$ cat config.mk
export PLATFORM = sky130hd
export DESIGN_NAME = cordic_seq
export DESIGN_NICKNAME = d
export VERILOG_FILES = /design/src/rtl/cordic_seq.sv
export SDC_FILE = /design/constraint.sdc
export NUM_CORES = 1
export LEC_CHECK = 0
export CORE_MARGIN = 10
export CORE_UTILIZATION = 47
export DETAILED_ROUTE_END_ITERATION = 8
export MAX_ROUTING_LAYER = met4
export PLACE_DENSITY = 0.81
export SLEW_MARGIN = 20
export SYNTH_ARGS = -nofsm -noshare
export SYNTH_HDL_FRONTEND = slang
export SYNTH_SLANG_ARGS = --single-unit
$ cat constraint.sdc
create_clock -name clk -period 2.25 [get_ports clk]
set_input_delay 0.225 -clock clk [delete_from_list [all_inputs] [get_ports clk]]
set_output_delay 0.225 -clock clk [all_outputs]
set_load 0.005 [all_outputs]
$ cat src/rtl/cordic_seq.sv
`default_nettype none
// ---------------------------------------------------------------------------
// cordic_seq : two-channel initiator for the shared serial CORDIC engine
// Revision   : 1.0
// ---------------------------------------------------------------------------
module cordic_seq #(
    parameter int TIMEOUT = 63,
    parameter int TW      = 6
) (
    input  logic        clk,
    input  logic        rst,
    input  logic        a_valid,
    output logic        a_ready,
    input  logic [15:0] a_x,
    input  logic [15:0] a_y,
    output logic        a_ovalid,
    output logic [15:0] a_mag,
    output logic [15:0] a_phase,
    output logic [15:0] a_dphase,
    input  logic        b_valid,
    output logic        b_ready,
    input  logic [15:0] b_mag,
    input  logic [15:0] b_phase,
    output logic        b_ovalid,
    output logic [15:0] b_i,
    output logic [15:0] b_q,
    output logic [15:0] eng_xi,
    output logic [15:0] eng_yi,
    output logic [15:0] eng_zi,
    output logic        eng_mi,
    output logic        eng_load,
    input  logic [15:0] eng_xo,
    input  logic [15:0] eng_yo,
    input  logic [15:0] eng_zo,
    input  logic        eng_mo,
    input  logic        eng_rdy,
    output logic        err
);

    localparam logic [1:0] S_IDLE = 2'd0;
    localparam logic [1:0] S_LOAD = 2'd1;
    localparam logic [1:0] S_WAIT = 2'd2;

    // The counter is cleared during LOAD, so it lags the load strobe by one
    // cycle; giving up at TIMEOUT-2 makes err appear TIMEOUT cycles after eng_load.
    localparam logic [TW-1:0] CNT_LAST = TW'(TIMEOUT - 2);

    logic [1:0]    state;
    logic          a_full, b_full;
    logic [15:0]   a_x_h, a_y_h, b_mag_h, b_phase_h;
    logic          tag;        // 0 = channel A, 1 = channel B (matches eng_mi)
    logic          last_b;
    logic [TW-1:0] cnt;
    logic [15:0]   prev_phase;

    assign a_ready  = ~a_full;
    assign b_ready  = ~b_full;
    assign eng_load = (state == S_LOAD);

    always_ff @(posedge clk) begin
        if (rst) begin
            state      <= S_IDLE;
            a_full     <= 1'b0;
            b_full     <= 1'b0;
            a_x_h      <= '0;
            a_y_h      <= '0;
            b_mag_h    <= '0;
            b_phase_h  <= '0;
            tag        <= 1'b0;
            last_b     <= 1'b1;
            cnt        <= '0;
            prev_phase <= '0;
            eng_xi     <= '0;
            eng_yi     <= '0;
            eng_zi     <= '0;
            eng_mi     <= 1'b0;
            a_ovalid   <= 1'b0;
            a_mag      <= '0;
            a_phase    <= '0;
            a_dphase   <= '0;
            b_ovalid   <= 1'b0;
            b_i        <= '0;
            b_q        <= '0;
            err        <= 1'b0;
        end else begin
            a_ovalid <= 1'b0;
            b_ovalid <= 1'b0;

            if (a_valid && !a_full) begin
                a_full <= 1'b1;
                a_x_h  <= a_x;
                a_y_h  <= a_y;
            end
            if (b_valid && !b_full) begin
                b_full    <= 1'b1;
                b_mag_h   <= b_mag;
                b_phase_h <= b_phase;
            end

            case (state)
                S_IDLE: begin
                    if (a_full || b_full) begin
                        // A wins when it is alone or when B was served last
                        if (a_full && (!b_full || last_b)) begin
                            tag    <= 1'b0;
                            eng_xi <= a_x_h;
                            eng_yi <= a_y_h;
                            eng_zi <= '0;
                            eng_mi <= 1'b0;
                        end else begin
                            tag    <= 1'b1;
                            eng_xi <= b_mag_h;
                            eng_yi <= '0;
                            eng_zi <= b_phase_h;
                            eng_mi <= 1'b1;
                        end
                        state <= S_LOAD;
                    end
                end
                S_LOAD: begin
                    cnt    <= '0;
                    last_b <= tag;
                    if (tag) b_full <= 1'b0;
                    else     a_full <= 1'b0;
                    state  <= S_WAIT;
                end
                S_WAIT: begin
                    if (eng_rdy) begin
                        if (eng_mo != tag) err <= 1'b1;
                        if (!tag) begin
                            a_mag      <= eng_xo;
                            a_phase    <= eng_zo;
                            a_dphase   <= eng_zo - prev_phase;
                            prev_phase <= eng_zo;
                            a_ovalid   <= 1'b1;
                        end else begin
                            b_i      <= eng_xo;
                            b_q      <= eng_yo;
                            b_ovalid <= 1'b1;
                        end
                        state <= S_IDLE;
                    end else if (cnt == CNT_LAST) begin
                        err   <= 1'b1;
                        state <= S_IDLE;
                    end else begin
                        cnt <= cnt + 1'b1;
                    end
                end
                default: state <= S_IDLE;
            endcase
        end
    end

endmodule
`default_nettype wire

==> summary.md <==
| Metric | Value |
|---|---|
| Mapped Cells | `996` |
| Vias per cell | `5.26` |
| CTS Root Cell | `clkbuf_16` |
| R2R Path End | `a_dphase[12]` |
| FFs w/ async S/R, synth | `0%` |
| Syn nets | `1,135` |
| Worst Path Arrival | `2490 ps` |
| VDD IR max | `544 uV` |
| Gp weighted congestion | `0.910` |
| Total power | `0.00878 W` |
| Via count | `7,738` |
| DIE AREA | `23,000 um2` |
| Synth top area cells | `dfxtp_1, nand2_1, a21oi_1` |
| DRC viols | `0` |
| Worst-Margin Slew | `603 ps` |
| Yosys warning total | `0` |
| GRT Total Usage | `21.1%` |
| Io pins | `253` |
| Clock Path Buffers | `3` |
| MaxCap Viol Count | `0` |
| Top_reg_cell synth | `dfxtp_1` |
| Critical R2R Launch | `prev_phase[0]` |
| Fin. Hold Viols | `0` |
| Initial DRC Count | `513` |
| WL per Instance | `17.1 um` |
| Die H | `152 um` |
| Pint | `0.00652 W` |
| Setup CP Type | `reg -> reg` |
| Flop pwr share | `44.9%` |
| Clock share of power | `39.6%` |
| DP Cell Count | `1,432` |
| Hold wc startpoint | `rst` |
| Sink Count | `207` |
| Worst-path maximum fanout | `3` |
| Most frequent cells in the layout | `nand2_1, clkdlybuf4s50_1, dfxtp_1, a21oi_1, nor2_1` |
| Initial antenna violation count | `1` |
| CTS HTree Levels | `1` |
| Crit. End Element | `flip-flop` |
| WHS Path Cells | `2` |
| Worst setup SP type | `flip-flop` |
| Worst path max stage delay | `380 ps` |
| Max-Slew Margin vs Limit | `59.8%` |
| Initial core utilization | `47.5%` |
| Top-area cell type share of the netlist area | `50.8%` |
| Post-synth cell types | `56` |
| Slew Limit Fails | `0` |
| Largest area contributor in the netlist | `dfxtp_1` |
| Minimum clock period | `2070 ps` |
| Cells along the critical path | `ha_1 -> fa_1 -> and2b_1 -> o211a_1 -> o21ai_1 -> a211oi_2 -> nor3_1 -> o31ai_1` |
| Reg clk slew, reported paths | `60 ps` |
| Final std cell area, no fill | `11,600 um2` |
| FP Rows | `48` |
| Share of post-route cells with drive strength above 1 | `6.10%` |
| Reg2Reg Depth | `8` |
| Pwr Density | `755 nW/um2` |
| Commonest non-fill, non-tap cell in the layout | `nand2_1` |
| RSZ-0062 raised after global routing | `no` |
| Final setup viols | `0` |
| Post-DP Area | `10,900 um2` |
| Net switching power | `0.00226 W` |
| Sw Share | `25.8%` |
| CP Data Required Time | `2660 ps` |
| FMAX | `483 MHz` |
| #FFs+latches synth | `207` |
| Crit-path slowest cell | `fa_1` |
| Status | `finished clean` |
| Finished Layout Cells | `1,471` |
| Nets | `1,370` |
| Hpwl dp | `18.0 mm` |
| Core area | `17,200 um2` |
| Total Routed Length | `25.1 mm` |
| Logic gate share of total power | `15.5%` |
| Synthesized area per cell | `8.19 um2` |
| Die width | `152 um` |
| Post-layout util | `67.7%` |
| End of the worst hold path | `a_dphase[2]` |
| HP Class | `in -> reg` |
| Port Buf Inserts | `252` |
| DR pass1 iterations | `7` |
| Tcrit/Tclk final | `92.1%` |
| Post-synthesis sequential area ratio | `50.8%` |
| Vias in the first global route | `7,546` |
| Clock Skews | `11.7 ps` |
| Cell Area, Synth | `8160 um2` |
| Post-synth EDFFs | `0` |
| Layout area overhead | `42.5%` |
| Largest net degree at the start of global routing | `59` |
| Antenna Violating Nets Remaining | `0` |
| FF-to-FF setup slack | `180 ps` |
| CTS tree | `done` |
| First-pass GRT wire length | `38.6 mm` |
| CTS Buf Count | `22` |
| Clock Latency Late Sink | `500 ps` |
| Leakage power | `4.23 nW` |
| Total global routing overflow | `0` |
-- final cells by class --
type | instances | area, um2
Clock buffer | 32 | 628
Multi-Input combinational cell | 688 | 3620
Clock inverter | 6 | 68.8
Tap cell | 225 | 282
Sequential cell | 207 | 4140
Timing Repair Buffer | 280 | 2760
Fill cell | 1406 | 5550
Antenna cell | 1 | 2.50
Inverter | 32 | 120
-- worst max-delay path by stage --
stage	cells after the start	from	slack, ps	to
floorplan	8	prev_phase[0]	290	a_dphase[12]
global placement	10	eng_zo[0]	-240	a_dphase[12]
global route	9	prev_phase[0]	7	a_dphase[14]
finish	8	prev_phase[0]	180	a_dphase[12]
CTS	8	prev_phase[0]	120	a_dphase[12]
detailed placement	10	eng_zo[0]	-290	a_dphase[12]
-- Yosys cell counts, drive strengths merged, types with 4 or more instances --
master and number:
a211oi 4, a21o 5, a21oi 148, a222oi 16, a22oi 32, and3 6
buf 23, clkbuf 46, dfxtp 207, ha 20, inv 32, nand2 281
nand3 10, nand4 5, nor2 71, nor2b 6, nor3 8, o21a 9
o21ai 13, xnor2 6, xor2 6
-- cell families (layout without fill, tap and decap cells) --
kind of cell / after synthesis / count (layout) / share of synthesized area [%]
buf+inv: 101 / 350 / 5.28
flops: 207 / 207 / 50.8
compound gates: 251 / 251 / 19.2
fa+ha+maj: 21 / 21 / 3.31
simple gates: 402 / 402 / 19.9
mux: 2 / 2 / 0.245
other cells: 0 / 1 / 0
xor+xnor: 12 / 12 / 1.29
-- routing by layer --
layer	up-vias	wire length (um)	part of all wire (%)	global-route usage (%)
met5	-	0	0	-
li1	3827	-	-	-
met1	3611	10100	40	24.5
met4	0	516	2.1	5.48
met3	30	2560	10	6.68
met2	270	11900	48	34.6
-- timing repair --
action,CTS,global route
setup buffers,0,0
resized for setup,0,1
setup endpoints to repair,0,1
hold buffers,0,0
-- stage by stage --
step / setup TNS (ps) / setup WS [ps] / hold WS (ps)
final: 0 / 178 / 73.5
after global routing: 0 / 7.16 / 73.9
after CTS: 0 / 116 / 53.0
after detailed placement: -1110 / -293 / 446
after global placement: -751 / -244 / 438
after floorplan: 0 / 286 / 335
-- power by group through the flow --
| stage | Clock, W | Combinational, W | Sequential (W) |
|---|---|---|---|
| CTS | 0.00354 | 0.00136 | 0.00395 |
| detailed placement | 0 | 0.00136 | 0.00402 |
| global route | 0.00369 | 0.00149 | 0.00397 |
| floorplan | 0 | 0.000713 | 0.00400 |
| finish | 0.00347 | 0.00136 | 0.00394 |
| global placement | 0 | 0.00134 | 0.00402 |
-- critical path, delay by kind of cell, from the launching register on --
kind	cells	cell delay, ps
DFF	1	320
adders and majority gates	2	600
and+or+nand+nor	2	310
AOI/OAI and AO/OA	4	750
No activity file was read; power rests on OpenSTA's default activity.
